### src/rtl/jt51_pg_pkg.sv
// Shared constants for the JT51 phase-generator slice: slot geometry,
// register-field selectors and the pipeline stage offsets of the PG.
package jt51_pg_pkg;

    localparam int NSLOT  = 32;
    localparam int NCH    = 8;
    localparam int SLOT_W = 5;
    localparam int CH_W   = 3;
    localparam int OP_W   = 2;

    // Stage offsets, measured in cen cycles from stage I
    localparam int DT1_DLY = 1;
    localparam int RST_DLY = 2;
    localparam int MUL_DLY = 5;

    typedef enum logic [2:0] {
        SEL_KC  = 3'd0,
        SEL_KF  = 3'd1,
        SEL_PMS = 3'd2,
        SEL_MUL = 3'd3,
        SEL_DT1 = 3'd4,
        SEL_DT2 = 3'd5
    } wr_sel_e;

endpackage

### src/rtl/jt51_pg_sched_if.sv
// Register-write and key-on request bus between the CPU front end and the
// PG scheduler.
interface jt51_pg_sched_if;

    logic       wr_valid;
    logic       wr_ready;
    logic [2:0] wr_sel;
    logic [4:0] wr_addr;
    logic [6:0] wr_data;
    logic       kon_valid;
    logic [2:0] kon_ch;
    logic [3:0] kon_ops;

    modport master (
        output wr_valid, wr_sel, wr_addr, wr_data,
        output kon_valid, kon_ch, kon_ops,
        input  wr_ready
    );

    modport slave (
        input  wr_valid, wr_sel, wr_addr, wr_data,
        input  kon_valid, kon_ch, kon_ops,
        output wr_ready
    );

endinterface

### src/rtl/jt51_sh.sv
// Clock-enabled shift register used to carry per-slot values down the PG
// pipeline; drop is the value that entered 'stages' cen cycles ago.
module jt51_sh #(
    parameter int WIDTH  = 5,
    parameter int STAGES = 32
) (
    input  logic             clk,
    input  logic             rst,
    input  logic             cen,
    input  logic [WIDTH-1:0] din,
    output logic [WIDTH-1:0] drop
);

    logic [WIDTH-1:0] bits_q [STAGES];

    always_ff @(posedge clk or posedge rst) begin
        if (rst) begin
            for (int i = 0; i < STAGES; i++) bits_q[i] <= '0;
        end else if (cen) begin
            bits_q[0] <= din;
            for (int i = 1; i < STAGES; i++) bits_q[i] <= bits_q[i-1];
        end
    end

    assign drop = bits_q[STAGES-1];

endmodule

### src/rtl/jt51_pg_sched.sv
// Per-slot parameter register file and slot scheduler for the JT51 PG:
// walks the 32 slots and hands each slot's parameters to the stage that uses them.
module jt51_pg_sched #(
    parameter int NSLOT   = jt51_pg_pkg::NSLOT,
    parameter int MUL_DLY = jt51_pg_pkg::MUL_DLY
) (
    input  logic             clk,
    input  logic             rst,
    input  logic             cen,
    jt51_pg_sched_if.slave   bus,
    output logic             zero,
    output logic [4:0]       slot_I,
    output logic [6:0]       kc_I,
    output logic [5:0]       kf_I,
    output logic [2:0]       pms_I,
    output logic [1:0]       dt2_I,
    output logic [2:0]       dt1_II,
    output logic [3:0]       mul_VI,
    output logic             pg_rst_III
);

    import jt51_pg_pkg::*;

    logic [SLOT_W-1:0] slot_q, slot_d;
    logic [NSLOT-1:0]  pending_q, pending_d;

    logic [6:0] kc_q  [NCH],   kc_d  [NCH];
    logic [5:0] kf_q  [NCH],   kf_d  [NCH];
    logic [2:0] pms_q [NCH],   pms_d [NCH];
    logic [3:0] mul_q [NSLOT], mul_d [NSLOT];
    logic [2:0] dt1_q [NSLOT], dt1_d [NSLOT];
    logic [1:0] dt2_q [NSLOT], dt2_d [NSLOT];

    always_ff @(posedge clk or posedge rst) begin
        if (rst) begin
            slot_q    <= '0;
            pending_q <= '0;
            for (int i = 0; i < NCH; i++) begin
                kc_q[i]  <= '0;
                kf_q[i]  <= '0;
                pms_q[i] <= '0;
            end
            for (int i = 0; i < NSLOT; i++) begin
                mul_q[i] <= '0;
                dt1_q[i] <= '0;
                dt2_q[i] <= '0;
            end
        end else if (cen) begin
            slot_q    <= slot_d;
            pending_q <= pending_d;
            kc_q      <= kc_d;
            kf_q      <= kf_d;
            pms_q     <= pms_d;
            mul_q     <= mul_d;
            dt1_q     <= dt1_d;
            dt2_q     <= dt2_d;
        end
    end

    // The issue-clear is applied before the key-on update so that a key-on
    // hitting the slot being issued leaves the bit set for the next frame.
    always_comb begin
        slot_d    = slot_q + 5'd1;
        kc_d      = kc_q;
        kf_d      = kf_q;
        pms_d     = pms_q;
        mul_d     = mul_q;
        dt1_d     = dt1_q;
        dt2_d     = dt2_q;
        pending_d = pending_q;
        if (bus.wr_valid) begin
            case (bus.wr_sel)
                SEL_KC:  kc_d[bus.wr_addr[CH_W-1:0]]  = bus.wr_data;
                SEL_KF:  kf_d[bus.wr_addr[CH_W-1:0]]  = bus.wr_data[5:0];
                SEL_PMS: pms_d[bus.wr_addr[CH_W-1:0]] = bus.wr_data[2:0];
                SEL_MUL: mul_d[bus.wr_addr]           = bus.wr_data[3:0];
                SEL_DT1: dt1_d[bus.wr_addr]           = bus.wr_data[2:0];
                SEL_DT2: dt2_d[bus.wr_addr]           = bus.wr_data[1:0];
                default: ;
            endcase
        end
        pending_d[slot_q] = 1'b0;
        if (bus.kon_valid) begin
            for (int op = 0; op < 4; op++)
                pending_d[{op[OP_W-1:0], bus.kon_ch}] = bus.kon_ops[op];
        end
    end

    assign bus.wr_ready = cen & ~rst;
    assign slot_I       = slot_q;
    assign zero         = (slot_q == '0);
    assign kc_I         = kc_q[slot_q[CH_W-1:0]];
    assign kf_I         = kf_q[slot_q[CH_W-1:0]];
    assign pms_I        = pms_q[slot_q[CH_W-1:0]];
    assign dt2_I        = dt2_q[slot_q];

    jt51_sh #(.WIDTH(3), .STAGES(DT1_DLY)) u_dt1_sh (
        .clk  (clk),
        .rst  (rst),
        .cen  (cen),
        .din  (dt1_q[slot_q]),
        .drop (dt1_II)
    );

    jt51_sh #(.WIDTH(1), .STAGES(RST_DLY)) u_rst_sh (
        .clk  (clk),
        .rst  (rst),
        .cen  (cen),
        .din  (pending_q[slot_q]),
        .drop (pg_rst_III)
    );

    jt51_sh #(.WIDTH(4), .STAGES(MUL_DLY)) u_mul_sh (
        .clk  (clk),
        .rst  (rst),
        .cen  (cen),
        .din  (mul_q[slot_q]),
        .drop (mul_VI)
    );

endmodule

### src/flat_wrapper.sv
// flat-port wrapper written by rule: the top's interface ports become plain ports
module jt51_pg_sched_flat import jt51_pg_pkg::*;
#(
    parameter int NSLOT   = jt51_pg_pkg::NSLOT,
    parameter int MUL_DLY = jt51_pg_pkg::MUL_DLY
)
  (clk, rst, cen, zero, slot_I, kc_I, kf_I, pms_I, dt2_I, dt1_II, mul_VI, pg_rst_III, bus_wr_valid, bus_wr_sel, bus_wr_addr, bus_wr_data, bus_kon_valid, bus_kon_ch, bus_kon_ops, bus_wr_ready);
  jt51_pg_sched_if bus_i ();
  input  logic clk;
  input  logic rst;
  input  logic cen;
  output logic zero;
  output logic [4:0] slot_I;
  output logic [6:0] kc_I;
  output logic [5:0] kf_I;
  output logic [2:0] pms_I;
  output logic [1:0] dt2_I;
  output logic [2:0] dt1_II;
  output logic [3:0] mul_VI;
  output logic pg_rst_III;
  input wire logic [$bits(bus_i.wr_valid)-1:0] bus_wr_valid;
  input wire logic [$bits(bus_i.wr_sel)-1:0] bus_wr_sel;
  input wire logic [$bits(bus_i.wr_addr)-1:0] bus_wr_addr;
  input wire logic [$bits(bus_i.wr_data)-1:0] bus_wr_data;
  input wire logic [$bits(bus_i.kon_valid)-1:0] bus_kon_valid;
  input wire logic [$bits(bus_i.kon_ch)-1:0] bus_kon_ch;
  input wire logic [$bits(bus_i.kon_ops)-1:0] bus_kon_ops;
  output wire logic [$bits(bus_i.wr_ready)-1:0] bus_wr_ready;
  assign bus_i.wr_valid = bus_wr_valid;
  assign bus_i.wr_sel = bus_wr_sel;
  assign bus_i.wr_addr = bus_wr_addr;
  assign bus_i.wr_data = bus_wr_data;
  assign bus_i.kon_valid = bus_kon_valid;
  assign bus_i.kon_ch = bus_kon_ch;
  assign bus_i.kon_ops = bus_kon_ops;
  assign bus_wr_ready = bus_i.wr_ready;
  jt51_pg_sched #(.NSLOT(NSLOT), .MUL_DLY(MUL_DLY)) u_core (.clk(clk), .rst(rst), .cen(cen), .bus(bus_i), .zero(zero), .slot_I(slot_I), .kc_I(kc_I), .kf_I(kf_I), .pms_I(pms_I), .dt2_I(dt2_I), .dt1_II(dt1_II), .mul_VI(mul_VI), .pg_rst_III(pg_rst_III));
endmodule
### config.mk
export PLATFORM = sky130hd
export DESIGN_NAME = jt51_pg_sched_flat
export DESIGN_NICKNAME = d
export VERILOG_FILES = /design/src/rtl/jt51_pg_pkg.sv /design/src/rtl/jt51_pg_sched_if.sv /design/src/rtl/jt51_sh.sv /design/src/rtl/jt51_pg_sched.sv /design/src/flat_wrapper.sv
export SDC_FILE = /design/constraint.sdc
export NUM_CORES = 1
export LEC_CHECK = 0
export CORE_UTILIZATION = 41
export DETAILED_ROUTE_END_ITERATION = 7
export PLACE_DENSITY = 0.58
export REMOVE_ABC_BUFFERS = 1
export SYNTH_ARGS = -nofsm -noshare
export SYNTH_HDL_FRONTEND = slang
export SYNTH_SLANG_ARGS = --single-unit
### constraint.sdc
create_clock -name clk -period 22 [get_ports clk]
set_input_delay 5.5 -clock clk [delete_from_list [all_inputs] [get_ports clk]]
set_output_delay 5.5 -clock clk [all_outputs]
set_load 0.1 [all_outputs]
======== Yosys cells after proc, flatten, opt, wreduce, memory -nomap -nowiden ========
Index checks and enable logic that the tools add are counted.
Widths: inputs -> output; s select.
word-level totals
  register bits after elaboration ......... 478
  bits in latches ......................... 0
  RAM bits ................................ 0
  bits in read-only memories .............. 0
  word-level logic and storage cells ...... 228
  memories ................................ 0
operators by class
  $add $sub $neg .......................... 1
  multipliers ............................. 0
  divide/modulo/power cells ............... 0
  order comparisons ....................... 16
  equal/unequal tests ..................... 5
  shift-type cells ........................ 0
  mux-type cells .......................... 53
  bitwise operators ....................... 8
  reductions and logical operators ........ 15
operators by type and width
  cell                number
  $bwmux 128          1
  $bwmux 32           4
  $bwmux 96           1
  $bwmux 64           1
  $bwmux 56           1
  $bwmux 48           1
  $and 32x32->32      1
  $mux 32             1
  $not 32->32         1
  $bwmux 24           1
  $bmux 7 s3          1
  $demux 7 s3         1
  $mux 7              3
  $bmux 4 s5          1
  $demux 4 s5         1
  $bmux 6 s3          1
  $demux 6 s3         1
  $lt 5x6->1 const B  3
  $mux 3              6
  $mux 6              3
  $reduce_and 3->1    6
  $bmux 3 s5          1
  $demux 3 s5         1
  $ge 5x1->1 const B  3
  other kinds (29)    53

======== Logic depth before layout (Yosys ltp) ========
Gate-level depths: netlist of run 1.
  word-level depth ........................ 11
  mapped depth ............................ 10
  gate-level depth less buffers ........... 6

======== Hierarchy ========
A second synthesis of run 1 with hierarchy kept.
unflattened totals
  cell total of the unflattened synthesis .. 1,714
  area total of the unflattened synthesis .. 23,266.1 um^2
modules (own cells, without submodules)
  module                      instances  cells each  area an instance (um^2)  sequential area each (um^2)
  jt51_pg_sched               1          1,655       22,220.1                 11,335.9
  jt51_sh at u_core.u_mul_sh  1          47          857.1                    500.5
  jt51_sh at u_core.u_dt1_sh  1          7           112.6                    75.1
  jt51_sh at u_core.u_rst_sh  1          5           76.3                     50.0

======== Worst setup path after synthesis of run 1 ========
No wires, ideal clock.
  kind .................................... input -> output
  start point ............................. in cen
  end point ............................... out bus_wr_ready
  arrival time ............................ 7,153 ps
  data required time ...................... 16,500 ps
  path slack .............................. 9,347 ps
  stages .................................. 4
  path buffers ............................ 2
  cell sequence ........................... inv_1 > clkbuf_1 > clkbuf_1 > nor2_1
between the ends
  longest elaborated chain between the ends .. 1
RTL lines
  item             line                 source
  start, declared  flat_wrapper.sv:11   input logic cen;
  $and 1x1->1      jt51_pg_sched.sv:89  assign bus.wr_ready = cen & ~rst;
  end, declared    flat_wrapper.sv:28   output wire logic [$bits(bus_i.wr_ready)-1:0] bus_wr_ready;
Every way passes these cells.

======== Final worst setup path of run 1 ========
Same ends and word-level chain as after synthesis.

==> impl_results.md, run 1 <==
- Synth top area share: 0.524
- Skew-Pair Late Insertion Delay: 0.60 ns
- Post-DP HPWL: 37100 µm
- Max FO, Critical Path: 29
- Adder-Cell Fraction of Synth Area: 0.00219
- Largest net degree at the start of global routing: 138
- Ys async rst share: 1.00
- Worst EP arrival: 7.68 ns
- Initial DRC count: 1072
- Worst setup path class: in2out
- Area share of and/or/nand/nor cells after synthesis: 0.0763
- EDFF count, synth: 0
- Clock-pin slew on the worst setup and hold paths: 0.06 ns
- Slew HR: 0.276
- Post-synthesis mux area share: 0.329
- Ys Warns: 0
- Layout area overhead: 12.7%
- CTS tree: built
- P_int: 1740 µW
- Avg Cell Area, Syn: 13.8 µm²
- Final Skew: 0.0193 ns
- Rows: 86
- Post-route cell area: 25700 µm²
- Final Critical Period: 13.18 ns
- Reg2reg start: u_core.slot_I[1]
- Hold Buf Count CTS: 0
- Required time worst endpoint: 16.50 ns
- Cell variety after synth: 59
- Final-report hold violation count: 0
- Dpl cell area: 24000 µm²
- H-Tree Depth: 2
- Placer Congestion: 0.805
- Nets: 1689
- CP Launch Type: input pin
- Core Region: 55100 µm²
- Routed Antenna Nets: 0
- MaxCap Viol Count: 0
- Fin. max-slew vios: 0
- CTS Sinks: 478
- Routed vias: 13900
- Synth Area in Compound Gates: 0.0379
- Die X-Extent: 238 µm
- DRT Wirelength: 58900 µm
- Util after Layout: 0.467
- Share of cells above drive strength 1: 0.418
- IO buf count: 59
- Most frequent cell after synthesis: dfrtp_1
- Flop2flop setup slack: 18.51 ns
- DR vias/cell: 5.69
- Pleak: 0.0120 µW
- Fin crit share: 0.599
- GRT Overall Usage: 0.214
- Final cell count without fillers: 2448
- Initial DRT Pass Iterations: 5
- Synth top cells by count: dfrtp_1, mux2_2, nand2_1
- HP Class: reg2reg
- Overall power: 2630 µW
- First-pass GRT wire length: 92000 µm
- Clock buffer depth: 3
- Clock power frac: 0.344
- Sw Ratio: 0.340
- Synth Instances: 1657
- WL/cell: 24.1 µm
- Mapped cell area: 22800 µm²
- RSZ-0062 raised after global routing: false
- CTS Root Cell: clkbuf_16
- Largest family of logic cells by synthesized area: multiplexers
- # IOs: 60
- Die area: 56700 µm²
- Outcome: finished, final reports clean
- Placed cells: 2353
- XOR/XNOR Fraction of Synth Area: 0.00153
- Chip height: 238 µm
- Post-CTS sizing: 0
- DRC Markers: 0
- Post-CTS Setup Inserts: 0
- Number of synthesized register bits: 478
- FF-to-FF End: u_core.u_mul_sh.bits_q[17]
- Prevailing post-synth register cell: dfrtp_1
- Crit path capture: bus_wr_ready
- Sw Pwr: 894 µW
- Setup TNS: 0 ns
- Critical path origin: cen
- Antenna cells: 0
- Initial Util: 0.415
- Combinational power share: 0.276
- Pwr per Cell Area: 102 nW/µm²
- Vias in the first global route: 14700
- CTS buffer count: 51
- Sequential share of power: 0.380
- Initial antenna violation count: 3
- VDD IR max: 0.0786 mV
- Yosys top cell by area: dfrtp_1
- Highest clock rate: 75.9 MHz
- Hold path depth: 1
- Worst Reg2Reg Path Length in Cells: 6
- Final Setup Violations: 0
- Overflow after GRT: 0
- Worst Tran Pin Value: 1.09 ns
- Endpoint type of the worst setup path: output pin
- Seq/Total Area, Yosys: 0.524
- Top cells by area, synth: dfrtp_1, mux2_2, mux4_2
[state kept, by name, summed over array words and instances (netlist names)]
name and flops:
u_core.dt1_q 96, u_core.dt2_q 64, u_core.kc_q 56, u_core.kf_q 48
u_core.mul_q 128, u_core.pending_q 32, u_core.pms_q 24, u_core.slot_I 5
u_core.u_dt1_sh.drop 3, u_core.u_mul_sh.bits_q 16, u_core.u_mul_sh.drop 4, u_core.u_rst_sh.bits_q 1
u_core.u_rst_sh.drop 1
[placed cells by master, fill, tap and decap left out, types with 13 or more instances in the layout]
cell type and n:
dfrtp_1 475, mux2_2 455, nand2_1 91, mux4_2 80, nor2_1 59, o21ai_0 59
mux2i_1 58, clkdlybuf4s50_1 54, clkbuf_16 51, buf_4 34, nor3_4 30, a21oi_1 28
o22ai_1 18, nand3_1 14, a22oi_1 13, clkinv_2 13
[power groups by stage]
stage,clock network [µW],registers (µW),logic [µW]
2_1_floorplan,0,1150,407
3_3_place_gp,0,1010,725
3_5_place_dp,0,1010,730
4_1_cts,930,999,732
5_1_grt,962,1010,766
6_report,905,999,727
[routing by layer]
layer,vias to the layer above,track usage,wire length (µm)
met2,333,0.337,27700
met1,7404,0.304,26800
met3,98,0.0330,2850
li1,6103,-,-
met4,2,0.0701,1600
met5,-,0,17
[stage by stage]
step / worst slack, ns / hold WS, ns
final: 8.82 / 0.498
after global routing: 8.73 / 0.510
after CTS: 8.75 / 0.501
after detailed placement: 8.76 / 0.487
after global placement: 8.78 / 0.471
after floorplan: 3.16 / 0.448
[cell families (layout without fill, tap and decap cells)]
| family | count (synthesis) | count (layout) |
|---|---|---|
| AND/OR/NAND/NOR | 280 | 280 |
| XOR/XNOR | 4 | 4 |
| multiplexers | 593 | 593 |
| adder cells (fa/ha/maj) | 4 | 4 |
| buffers and inverters | 153 | 196 |
| flip-flops | 478 | 478 |
| AO/OA/AOI/OAI | 145 | 145 |
[layout make-up]
cell class | count | area, µm²
fill | 4908 | 29300
sequential | 478 | 12000
multi-input combinational | 1026 | 10200
clock buffer | 72 | 1480
tap | 748 | 936
timing repair buffer | 91 | 811
clock inverter | 23 | 290
inverter | 10 | 45.0
[worst min path at each step]
stage / start / end / slack [ns]
floorplan: u_core.pending_q[0] / u_core.pending_q[0] / 0.45
global placement: u_core.pending_q[0] / u_core.pending_q[0] / 0.47
detailed placement: u_core.dt2_q[59] / u_core.dt2_q[59] / 0.49
CTS: u_core.dt2_q[59] / u_core.dt2_q[59] / 0.50
global route: u_core.dt2_q[49] / u_core.dt2_q[49] / 0.51
finish: u_core.dt2_q[59] / u_core.dt2_q[59] / 0.50
[worst max-delay path, stage by stage]
cell and delay [ns]:
buf_2 0.26, inv_1 0.48, nor2_1 0.26, clkdlybuf4s50_1 1.16
(Power assumes the default switching activity.)
==> run 2: changes to the inputs <==
PLACE_DENSITY = 0.6   (was 0.58)
clock period = 11.2 ns   (was 22 ns; I/O delays follow)
==> run 2 against run 1 <==
Global-route usage fell by 0.37 points. Cell count hardly changed. First-iteration DRC count decreased by 11%. Clock-buffer cell count increased by 7. Via count grew 0.32%. Clock power increased by 100%. Critical endpoint unchanged.
==> impl_results.md, run 2 (synthesis results as in run 1) <==
- Max FFs per register: 128 (unchanged)
- Endpoint type of the worst setup path: output pin
- IO buf count: 59 (unchanged)
- Max FO, Critical Path: 29 (unchanged)
- Skew-Pair Late Insertion Delay: 0.63 ns (+0.03 ns)
- FF-to-FF End: u_core.u_mul_sh.bits_q[17]
- Final Setup Violations: 0 (unchanged)
- MaxCap Viol Count: 0 (unchanged)
- Layout area overhead: 13.3%
- Antenna cells: 0 (unchanged)
- Overflow after GRT: 0 (unchanged)
- Post-DP HPWL: 36900 µm (-0.59%)
- CTS Root Cell: clkbuf_16
- Outcome: finished, final reports clean
- Initial DRC count: 955 (-11%)
- Worst Tran Pin Value: 1.14 ns (+0.0574 ns)
- Reg2reg start: u_core.slot_I[1]
- RSZ-0062 raised after global routing: false
- DRC Markers: 0 (unchanged)
- # IOs: 60 (unchanged)
- CTS buffer count: 52 (+2.0%)
- H-Tree Depth: 2 (unchanged)
- Rows: 86 (unchanged)
- M2 GR Usage: 0.333 (-0.00399)
- Die area: 56700 µm² (unchanged)
- Worst EP arrival: 4.69 ns (-2.99 ns)
- Final cell count without fillers: 2447 (-0.041%)
- WL/cell: 23.7 µm (-1.7%)
- Final Critical Period: 7.49 ns
- Initial DRT Pass Iterations: 5 (unchanged)
- Largest net degree at the start of global routing: 161 (+17%)
- Setup TNS: 0 ns (unchanged)
- Clock buffer depth: 3 (unchanged)
- Most common cell after layout, fill and taps aside: dfrtp_1
- Chip height: 238 µm (unchanged)
- Fin crit share: 0.669
- Pleak: 0.0120 µW (+0.40%)
- Hold Buf Count CTS: 0 (unchanged)
- Fin. max-slew vios: 0 (unchanged)
- FF+latch area: 12000 µm² (unchanged)
- Nets: 1688 (-0.059%)
- Most flops, register: u_core.mul_q
- Crit path capture: bus_wr_ready
- Required time worst endpoint: 8.40 ns (-8.10 ns)
- CTS tree: built
- Placer Congestion: 0.804 (-0.14%)
- GRT busiest layer: met2
- Fillers: 4941 (+0.67%)
- Routed vias: 14000 (+0.32%)
- Util after Layout: 0.470 (+0.00234)
- Worst Reg2Reg Path Length in Cells: 5 (-1)
- Worst setup path class: in2out
- Post-CTS Setup Inserts: 0 (unchanged)
- Final Skew: 0.0570 ns (+0.0378 ns)
- Highest clock rate: 134 MHz
- DR vias/cell: 5.71 (+0.36%)
- CP Launch Type: input pin
- Most frequent cells in the layout: dfrtp_1, mux2_2, nand2_1
- First-pass GRT wire length: 90900 µm (-1.2%)
- VDD IR max: 0.183 mV (+130%)
- Initial Util: 0.415 (unchanged)
- Post-CTS sizing: 0 (unchanged)
- Critical path origin: cen
- Flop2flop setup slack: 8.08 ns (-10.43 ns)
- DRT Wirelength: 57900 µm (-1.7%)
- Placed cells: 2351 (-0.085%)
- Met3 Track Usage GR: 0.0360 (+0.00301)
- HP Class: reg2reg
- Multi-input gate area: 10200 µm² (unchanged)
- Biggest regs: u_core.mul_q (128), u_core.dt1_q (96), u_core.dt2_q (64)
- Slew HR: 0.238 (-0.0383)
- Vias in the first global route: 14600 (-0.44%)
- Routed Antenna Nets: 0 (unchanged)
- Final-report hold violation count: 0 (unchanged)
- CTS Sinks: 478 (unchanged)
- Pwr per Cell Area: 201 nW/µm² (+97%)
- Share of cells above drive strength 1: 0.417 (-0.000931)
- GRT Overall Usage: 0.210 (-0.00371)
- Die X-Extent: 238 µm (unchanged)
- M1 GR Usage: 0.293 (-0.0105)
- Initial antenna violation count: 3 (unchanged)
- Core Region: 55100 µm² (unchanged)
- Clock-pin slew on the worst setup and hold paths: 0.06 ns (about the same)
## run 2: cell types whose count changed in the layout (fill, tap and decap cells not counted)
cell             change
buf_12               +2
buf_2                -1
inv_16               -1
clkbuf_8             +5
clkinv_2             -4
clkinvlp_4           -1
clkinv_16            +2
clkbuf_16            +2
clkdlybuf4s50_1      +1
inv_6                -1
clkinv_4             -1
buf_4                -4
## run 2: area by class of cell
cell class,count,share of cell area
repair buffers,89,0.0319
clock inverters,17,0.0110
clock buffers,79,0.0616
multi-input cells,1026,0.395
flip-flops and latches,478,0.463
inverters,10,0.00174
well taps,748,0.0362
## run 2: per-stage QoR
stage | total power, µW | hold WS (ns) | cell area, µm² | setup slack, ns
CTS | 5270 | 0.494 | 25900 | 3.69
global route | 5430 | 0.511 | 25900 | 3.58
global placement | 3380 | 0.473 | 24000 | 3.66
floorplan | 3050 | 0.448 | 22200 | -4.94
finish | 5210 | 0.494 | 25900 | 3.71
detailed placement | 3410 | 0.480 | 24000 | 3.69
## run 2: report_power, final
| group | switching (µW) | internal [µW] | leakage, µW |
|---|---|---|---|
| Combinational | 867 | 485 | 0.00456 |
| Clock | 726 | 1120 | 0.000929 |
| Sequential | 143 | 1870 | 0.00652 |
## run 2: worst min-delay path by stage
stage	startpoint	to	slack, ns	depth (start not counted)
floorplan	u_core.pending_q[0]	u_core.pending_q[0]	0.45	2
global placement	u_core.pending_q[0]	u_core.pending_q[0]	0.47	2
detailed placement	u_core.pending_q[0]	u_core.pending_q[0]	0.48	2
CTS	u_core.pending_q[0]	u_core.pending_q[0]	0.49	2
global route	u_core.mul_q[96]	u_core.mul_q[96]	0.51	1
finish	u_core.pending_q[0]	u_core.pending_q[0]	0.49	2
## run 2: metal layers
metal	share of wire	wire (µm)	vias to the layer above
li1	-	-	6098
met5	0.00038	22	-
met2	0.47	27300	345
met3	0.049	2870	97
met4	0.028	1640	4
met1	0.45	26000	7440
## run 2: worst max-delay path, stage by stage
cell and delay (ns):
buf_2 0.10, inv_1 0.66, nor2_1 0.11, clkdlybuf4s50_1 1.00
